File: src/rtl/fetch_sequencer_pkg.sv
`default_nettype none
// +--------------------------------------------------------------------------+
// | Module   : fetch_sequencer_pkg                                           |
// | Purpose  : Shared constants for the fetch sequencer: state encodings,    |
// |            PC step, reset vector and branch-target alignment helper.     |
// | Ports    : none (package)                                                |
// | Revision : 1.0 - initial release                                         |
// +--------------------------------------------------------------------------+
package fetch_sequencer_pkg;

    localparam int          c_STATE_W = 3;

    localparam logic [c_STATE_W-1:0] S_FETCH   = 3'd0;
    localparam logic [c_STATE_W-1:0] S_DECODE  = 3'd1;
    localparam logic [c_STATE_W-1:0] S_EXECUTE = 3'd2;
    localparam logic [c_STATE_W-1:0] S_COMMIT  = 3'd3;
    localparam logic [c_STATE_W-1:0] S_HALTED  = 3'd4;

    localparam int          c_PC_W         = 16;
    localparam logic [15:0] c_PC_INC       = 16'd2;
    localparam logic [15:0] c_RESET_VECTOR = 16'h0000;

    // Instructions are halfword aligned, so a branch target never carries bit 0.
    function automatic logic [15:0] align_target(input logic [15:0] target);
        return {target[15:1], 1'b0};
    endfunction

endpackage
`default_nettype wire

File: src/rtl/fetch_sequencer_pc_unit.sv
`default_nettype none
// +--------------------------------------------------------------------------+
// | Module   : pc_unit                                                       |
// | Purpose  : Program counter register with branch-load / increment mux.    |
// | Ports    : clk, rst (async, active-high)                                 |
// |            i_update - commit strobe, PC may change only when high        |
// |            i_load   - take i_target (aligned) instead of stepping        |
// |            i_target - branch target                                      |
// |            i_inc    - step PC by the increment when not loading          |
// |            o_pc     - current program counter                            |
// | Revision : 1.0 - initial release                                         |
// +--------------------------------------------------------------------------+
module pc_unit
    import fetch_sequencer_pkg::*;
(
    input  logic              clk,
    input  logic              rst,
    input  logic              i_update,
    input  logic              i_load,
    input  logic [c_PC_W-1:0] i_target,
    input  logic              i_inc,
    output logic [c_PC_W-1:0] o_pc
);

    logic [c_PC_W-1:0] r_pc;
    logic [c_PC_W-1:0] w_next_pc;

    // A load wins over stepping; without either the PC simply holds.
    // The add wraps naturally at 16 bits (0xFFFE -> 0x0000).
    always_comb begin
        w_next_pc = r_pc;
        if (i_load) begin
            w_next_pc = align_target(i_target);
        end else if (i_inc) begin
            w_next_pc = r_pc + c_PC_INC;
        end
    end

    always_ff @(posedge clk or posedge rst) begin
        if (rst) begin
            r_pc <= c_RESET_VECTOR;
        end else if (i_update) begin
            r_pc <= w_next_pc;
        end
    end

    assign o_pc = r_pc;

endmodule
`default_nettype wire

File: src/rtl/fetch_sequencer.sv
`default_nettype none
// +--------------------------------------------------------------------------+
// | Module   : fetch_sequencer                                               |
// | Purpose  : Four-phase instruction sequencer (FETCH/DECODE/EXECUTE/       |
// |            COMMIT) with halt-at-boundary and single-step debug commands. |
// | Ports    : CLK, RESET (async, active-high)                               |
// |            MEM_WAIT          - stretches FETCH                           |
// |            PC_LOAD, PC_IN    - branch request/target, used in COMMIT     |
// |            HALT_REQ, RUN_REQ - stop at boundary / resume                 |
// |            DBG_VALID, DBG_OP_IN, DBG_ADDR_INC_IN, DBG_READY - debug cmd  |
// |            ADDR, RD          - fetch address and read strobe             |
// |            FETCH..COMMIT     - one-hot phase strobes                     |
// |            PC, DEBUG_MODE, DEBUG_OP, DEBUG_ADDR_INC, HALTED - status     |
// | Revision : 1.0 - initial release                                         |
// +--------------------------------------------------------------------------+
module fetch_sequencer
    import fetch_sequencer_pkg::*;
(
    input  logic        CLK,
    input  logic        RESET,
    input  logic        MEM_WAIT,
    input  logic        PC_LOAD,
    input  logic [15:0] PC_IN,
    input  logic        HALT_REQ,
    input  logic        RUN_REQ,
    input  logic        DBG_VALID,
    input  logic [2:0]  DBG_OP_IN,
    input  logic        DBG_ADDR_INC_IN,
    output logic        DBG_READY,
    output logic [15:0] ADDR,
    output logic        RD,
    output logic        FETCH,
    output logic        DECODE,
    output logic        EXECUTE,
    output logic        COMMIT,
    output logic [15:0] PC,
    output logic        DEBUG_MODE,
    output logic [2:0]  DEBUG_OP,
    output logic        DEBUG_ADDR_INC,
    output logic        HALTED
);

    logic [c_STATE_W-1:0] r_state;
    logic                 r_halt_pending;
    logic                 r_debug_mode;
    logic [2:0]           r_debug_op;
    logic                 r_debug_addr_inc;

    logic                 w_commit;
    logic                 w_halt_now;
    logic                 w_pc_inc;
    logic [15:0]          w_pc;

    assign w_commit   = (r_state == S_COMMIT);
    // A halt request arriving in the COMMIT cycle itself still stops at this
    // boundary; a debug instruction always returns to HALTED.
    assign w_halt_now = r_halt_pending | HALT_REQ | r_debug_mode;
    // Normal instructions always step; debug instructions step only on request.
    assign w_pc_inc   = ~r_debug_mode | r_debug_addr_inc;

    pc_unit u_pc_unit (
        .clk      (CLK),
        .rst      (RESET),
        .i_update (w_commit),
        .i_load   (PC_LOAD),
        .i_target (PC_IN),
        .i_inc    (w_pc_inc),
        .o_pc     (w_pc)
    );

    always_ff @(posedge CLK or posedge RESET) begin
        if (RESET) begin
            r_state          <= S_FETCH;
            r_halt_pending   <= 1'b0;
            r_debug_mode     <= 1'b0;
            r_debug_op       <= 3'd0;
            r_debug_addr_inc <= 1'b0;
        end else begin
            r_halt_pending <= r_halt_pending | HALT_REQ;
            case (r_state)
                S_FETCH: begin
                    if (!MEM_WAIT) begin
                        r_state <= S_DECODE;
                    end
                end
                S_DECODE:  r_state <= S_EXECUTE;
                S_EXECUTE: r_state <= S_COMMIT;
                S_COMMIT: begin
                    if (w_halt_now) begin
                        r_state        <= S_HALTED;
                        r_halt_pending <= 1'b0;
                    end else begin
                        r_state <= S_FETCH;
                    end
                end
                S_HALTED: begin
                    if (DBG_VALID) begin
                        r_state          <= S_FETCH;
                        r_debug_mode     <= 1'b1;
                        r_debug_op       <= DBG_OP_IN;
                        r_debug_addr_inc <= DBG_ADDR_INC_IN;
                    end else if (RUN_REQ) begin
                        r_state      <= S_FETCH;
                        r_debug_mode <= 1'b0;
                    end
                end
                default: r_state <= S_FETCH;
            endcase
        end
    end

    // Strobes decode straight from the state register so they change only on
    // clock edges and EXECUTE spans one full period.
    assign FETCH          = (r_state == S_FETCH);
    assign DECODE         = (r_state == S_DECODE);
    assign EXECUTE        = (r_state == S_EXECUTE);
    assign COMMIT         = w_commit;
    assign HALTED         = (r_state == S_HALTED);
    assign RD             = FETCH;
    assign ADDR           = w_pc;
    assign PC             = w_pc;
    // Acceptance is same-cycle so the handshake never leaks outside HALTED.
    assign DBG_READY      = HALTED & DBG_VALID;
    assign DEBUG_MODE     = r_debug_mode;
    assign DEBUG_OP       = r_debug_op;
    assign DEBUG_ADDR_INC = r_debug_addr_inc;

endmodule
`default_nettype wire

File: config.mk
export PLATFORM = sky130hd
export DESIGN_NAME = fetch_sequencer
export DESIGN_NICKNAME = d
export VERILOG_FILES = /design/src/rtl/fetch_sequencer_pkg.sv /design/src/rtl/fetch_sequencer_pc_unit.sv /design/src/rtl/fetch_sequencer.sv
export SDC_FILE = /design/constraint.sdc
export NUM_CORES = 1
export LEC_CHECK = 0
export BUFFER_PORTS_ARGS = -buffer_cell sky130_fd_sc_hd__buf_2
export CAP_MARGIN = 20
export CORE_ASPECT_RATIO = 1.1
export CORE_MARGIN = 8
export CORE_UTILIZATION = 40
export DETAILED_ROUTE_END_ITERATION = 10
export MAX_ROUTING_LAYER = met4
export PLACE_DENSITY = 0.78
export SLEW_MARGIN = 20
export SYNTH_ARGS = -nofsm -noshare
export SYNTH_HDL_FRONTEND = slang
export SYNTH_SLANG_ARGS = --single-unit
File: constraint.sdc
create_clock -name CLK -period 1.9 [get_ports CLK]
set_input_delay 0.095 -clock CLK [delete_from_list [all_inputs] [get_ports CLK]]
set_output_delay 0.095 -clock CLK [all_outputs]
set_load 0.02 [all_outputs]
==> out/metrics.cfg, run 1 <==
[run_status]
outcome = complete, no violations

[drt]
wirelength_mm = 4.00
ant_nets = 0
drt-initial-drc-count = 75
first_pass_iters = 4
drt-wirelength-per-cell_um = 15.2
drc = 0
vias = 1371
viasPerCell = 5.21

[worst_setup_path]
slowest_delay_ns = 0.45
worstPathMaxFanout = 8
endpoint_kind = flop
worst-path-buf-inv = 0
required_ns = 2.07
path_cells = ha_1 > nand4_2 > nor4_2 > mux2i_1 > nand3_1
reg2reg_depth = 5
path_delay_family = simple AND/OR/NAND/NOR gates
critPathLaunch = u_pc_unit.o_pc[1]
worstPathArrival_ns = 1.87
slowest_stage = dfrtp_1
cp.depth = 5
timing.rr.start = u_pc_unit.o_pc[1]
start_kind = flop
path_class = reg2reg

[timing]
fin_tns_setup_ns = 0
finalHoldViolCount = 0
period_share_pct = 89.2
fmax_mhz = 590
hold_ws_ns = 0.0394
slew_violations = 0
rsz0062_at_grt = false
fin_worst_skew_ns = 0.0103
period_needed_ns = 1.69
setup_viol = 0

[cells_and_area]
area_delta_synth_final_pct = 21.6
multi_input_area_um2 = 738
fillers = 378
drive_gt1_share_pct = 42.3
finish.utilization_pct = 51.0
mostFrequentLayoutCell = buf_2
final_cell_mix = buf_2 (67), dfrtp_1 (24), a21oi_1 (12)
ff_latch_area_um2 = 601
stdcell_count = 263
nets = 242
n_antenna_cell = 0

[logic_synthesis]
async_flop_share_pct = 100
synth_compound_area_share_pct = 18.4
synth_top_family_by_area = simple AND/OR/NAND/NOR gates
yosys_warnings = 0
synth_edf_count = 0
yosys_register_bits = 24
synthSimpleGateAreaFrac_pct = 22.2
netlist_instances = 160
synthFlopType = dfrtp_1
syn_area_um2 = 1530
syn_avg_cell_area_um2 = 9.58
ys_types = 50
synth_xor_area_share_pct = 0
synth_adder_area_share_pct = 0.816
yosys-mux-area-fraction_pct = 6.20
ys_seq_area_share_pct = 39.2

[hold_path]
hold_class = in2reg
hold_start = DBG_OP_IN[0]
min_delay_path_depth = 2

[floorplanning]
fp.dieW_um = 75.0
rows = 23
die_h_um = 80.9
core-area_um2 = 3650
pin_count = 71
initial_utilization_pct = 41.9
dieArea_um2 = 6070

[place]
dp.cells = 257
port_buffers = 67
dpl.hpwl_mm = 3.01
place_congestion = 0.797

[clock_network]
numCtsBuffers = 3
clk_latency_ns = 0.28
cts_sinks = 24
htree_levels = 1
path_clk_slew_ns = 0.09
cts_buffer_depth = 2
cts_tree = yes
clockRootBuffer = clkbuf_8
post_cts_buffers = 0

[grt]
grt_pass1_wl_mm = 6.53
grt_max_degree = 25
antenna_found_initial = 0
grt_pass1_vias = 1330
grt_usage_pct = 14.0
grt-ovfl-total = 0

[flow_run]
maxCapViolCount = 0

[pwr]
p_per_area_nw_per_um2 = 1690
p_leak_nw = 0.898
totalPowerFinal_mw = 3.15
peakVddDrop_uv = 773

[final timing paths]
check                                          end  slack (ns)
worst min-delay path                   DEBUG_OP[0]        0.04
worst min register to register         DEBUG_OP[0]        0.49
worst max-delay path            u_pc_unit.o_pc[15]        0.21
min in group asynchronous        u_pc_unit.o_pc[2]        0.40
worst max register to register  u_pc_unit.o_pc[15]        0.21
max in group asynchronous               r_state[0]        1.25
[registers in the layout, summed over array words and instances (netlist names)]
register	cells
DEBUG_OP	3
DEBUG_ADDR_INC	1
DEBUG_MODE	1
u_pc_unit.o_pc	15
r_halt_pending	1
r_state	3
[Yosys cell counts (2+ instances only)]
master | number | area share (%)
nor2b_1 | 2 | 0.82
nand2_1 | 6 | 1.5
buf_2 | 2 | 0.65
a21o_1 | 2 | 0.98
dfrtp_1 | 24 | 39
nor4_2 | 2 | 1.6
nor3_1 | 5 | 1.6
o21ai_0 | 10 | 3.3
mux2i_1 | 5 | 3.3
a21oi_1 | 12 | 3.9
inv_1 | 7 | 1.7
nand4_2 | 2 | 1.6
or3_1 | 3 | 1.2
o2bb2ai_1 | 2 | 1.1
a22oi_1 | 2 | 0.98
a2bb2oi_1 | 2 | 1.1
nor3b_2 | 2 | 1.6
clkbuf_1 | 2 | 0.49
a311oi_1 | 3 | 1.7
nand3_1 | 7 | 2.3
nor2_1 | 7 | 1.7
mux2_2 | 3 | 2.2
buf_4 | 20 | 9.8
or2_2 | 2 | 0.82
[metrics by stage]
| stage | area (µm²) | setup WS, ns |
|---|---|---|
| 2_1_floorplan | 1540 | 0.210 |
| 6_report | 1860 | 0.205 |
| 4_1_cts | 1860 | 0.182 |
| 3_5_place_dp | 1790 | 0.199 |
| 3_3_place_gp | 1790 | 0.233 |
| 5_1_grt | 1860 | 0.0359 |
[power breakdown]
group | total [mW] | switching (mW) | internal, mW
logic | 1.69 | 1.07 | 0.616
registers | 1.11 | 0.355 | 0.751
clock network | 0.360 | 0.174 | 0.186
[kinds of logic (layout without fill, tap and decap cells)]
logic type                 count (synthesis)  count (layout)
AOI/OAI and AO/OA                         43              43
adders and majority gates                  1               1
DFF                                       24              24
other                                      1               2
and+or+nand+nor                           50              50
buffers and inverters                     32              84
muxes                                      9               9
[repair_timing]
item | in CTS | in global routing
endpoints found under the hold margin | 25 | 0
hold buffers | 2 | 0
resized for setup | 0 | 0
[per-layer routing]
| metal | vias up | part of all wire, % | routed length, µm | global-route usage [%] |
|---|---|---|---|---|
| li1 | 669 | - | - | - |
| met4 | 0 | 1.6 | 65 | 5.88 |
| met1 | 654 | 43 | 1710 | 17.1 |
| met2 | 43 | 49 | 1970 | 22.3 |
| met5 | - | 0 | 0 | - |
| met3 | 5 | 6.3 | 253 | 1.97 |
[cell type report]
class	instances	area share, %
sequential	24	32.2
tap	50	3.36
clock buffer	4	2.95
timing repair buffer	72	20.3
inverter	8	1.61
multi-input combinational	105	39.6
Power figures use the tool's default switching activity.
==> run 2: changes to the inputs <==
CORE_UTILIZATION = 46   (was 40)
GPL_ROUTABILITY_DRIVEN = 0   (was unset)
PLACE_DENSITY = 0.87   (was 0.78)
==> run 2 against run 1 <==
Against the previous run:
- clock-buffer cell count shrank 1
- setup slack lost 0.055 ns
- design area grew 1.1%
- highest routed layer unchanged
- largest power group unchanged
- core utilization grew 6.5 points
- hold slack lost 0.027 ns
- via count grew 4.0%
- clock skew shrank 0.0032 ns
- non-clock buffer count grew 4
==> out/metrics.cfg, run 2 (same netlist as run 1, synthesis figures left out) <==
[grt]
antenna_found_initial = 0
grt-ovfl-total = 0
grt_pass1_vias = 1540
grt_pass1_wl_mm = 7.07
grt_usage_pct = 16.3
grt_max_degree = 25

[place]
port_buffers = 67
dpl_cell_area_um2 = 1770
place_ws_ns = 0.186
dpl.hpwl_mm = 3.05

[clock_network]
cts_resized = 0
cts_sinks = 24
path_clk_slew_ns = 0.14
htree_levels = 1
clk_latency_ns = 0.32
cts_buffer_depth = 2
cts_tree = yes
numCtsBuffers = 3
clockRootBuffer = clkbuf_4

[pwr]
p_per_area_nw_per_um2 = 1690
peakVddDrop_uv = 755
totalPowerFinal_mw = 3.19
p_leak_nw = 0.914

[floorplanning]
core-area_um2 = 3280
dieArea_um2 = 5440
rows = 22
die_h_um = 76.5
pin_count = 71
initial_utilization_pct = 46.8
fp.dieW_um = 71.0

[timing]
fin_ws_ns = 0.150
fin_tns_setup_ns = 0
relSlewSlack_pct = 65.0
period_share_pct = 92.1
hold_ws_ns = 0.0119
slew_violations = 0
rsz0062_at_grt = false
worst_slew_pin_slew_ns = 0.521
finalHoldViolCount = 0
period_needed_ns = 1.75
setup_viol = 0
fmax_mhz = 571
fin_worst_skew_ns = 0.00702

[worst_setup_path]
required_ns = 2.12
endpoint_kind = flop
worstPathArrival_ns = 1.97
worstPathMaxFanout = 8
path_delay_family = simple AND/OR/NAND/NOR gates
slowest_delay_ns = 0.49
timing.rr.start = u_pc_unit.o_pc[1]
reg2reg_slack_ns = 0.15
path_class = reg2reg
start_kind = flop
path_cells = ha_1 > nand4_2 > nor4_2 > mux2i_1 > nand3_1
cp.depth = 5
rr_endpoint = u_pc_unit.o_pc[15]
worst-path-buf-inv = 0
reg2reg_depth = 5
slowest_stage = dfrtp_1

[cells_and_area]
n_antenna_cell = 0
final_cell_mix = buf_2 (67), dfrtp_1 (24), a21oi_1 (12)
mostFrequentLayoutCell = buf_2
area_delta_synth_final_pct = 22.9
multi_input_area_um2 = 738
largest_reg_flops = 15
drive_gt1_share_pct = 41.5
ff_latch_area_um2 = 601
fillers = 297
postLayoutCellArea_um2 = 1880
nets = 246

[hold_path]
hold_class = in2reg
hold_start = HALT_REQ
min_delay_path_depth = 3
worstHoldEndpoint = r_halt_pending

[flow_run]
maxCapViolCount = 0

[drt]
drt-wirelength-per-cell_um = 16.3
drc = 0
viasPerCell = 5.64
vias = 1426
ant_nets = 0
first_pass_iters = 4
wirelength_mm = 4.14
drt-initial-drc-count = 85

[run_status]
outcome = complete, no violations

[run 2: changes by cell type in the layout (fill, tap and decap cells not counted)]
| cell | change |
|---|---|
| clkbuf_8 | -4 |
| dlygate4sd3_1 | +4 |
| clkbuf_4 | +3 |
| bufinv_16 | +1 |
[run 2: worst max path at each step]
stage,from,endpoint,slack [ns]
after detailed placement,u_pc_unit.o_pc[1],u_pc_unit.o_pc[15],0.19
after CTS,u_pc_unit.o_pc[1],u_pc_unit.o_pc[15],0.16
after global routing,u_pc_unit.o_pc[1],u_pc_unit.o_pc[15],0.02
final,u_pc_unit.o_pc[1],u_pc_unit.o_pc[15],0.15
after floorplan,u_pc_unit.o_pc[1],u_pc_unit.o_pc[15],0.21
after global placement,u_pc_unit.o_pc[1],u_pc_unit.o_pc[15],0.22
[run 2: routing by layer]
layer	wire length, µm	track usage [%]
met1	1730	17.3
met2	2100	27.5
met3	154	2.37
met4	142	10.4
met5	0	-
[run 2: report_power, final]
part / switching (mW) / internal [mW] / total [mW]
Sequential: 0.352 / 0.749 / 1.10
Combinational: 1.09 / 0.622 / 1.71
Clock: 0.167 / 0.213 / 0.380
[run 2: per-stage QoR]
step                instances  utilization, %
finish                    253            57.5
global route              253            57.5
CTS                       253            57.5
detailed placement        243            54.1
global placement          243            54.1
floorplan                 161               -
[run 2: timing repair]
action / in CTS / in global routing
hold endpoints to repair: 29 / 0
hold buffers: 6 / 0
setup buffers: 0 / 0
[run 2: final cells by class]
| class | count | area share, % |
|---|---|---|
| clock buffers | 3 | 1.20 |
| clock inverters | 1 | 1.59 |
| inverters | 8 | 1.59 |
| multi-input cells | 105 | 39.2 |
| flip-flops and latches | 24 | 31.9 |
| well taps | 36 | 2.39 |
| repair buffers | 76 | 22.2 |
[run 2: tightest hold or removal path: cells and delay by family]
kind	cells	cell delay [ns]
buffers and inverters	1	0.10
and+or+nand+nor	2	0.11
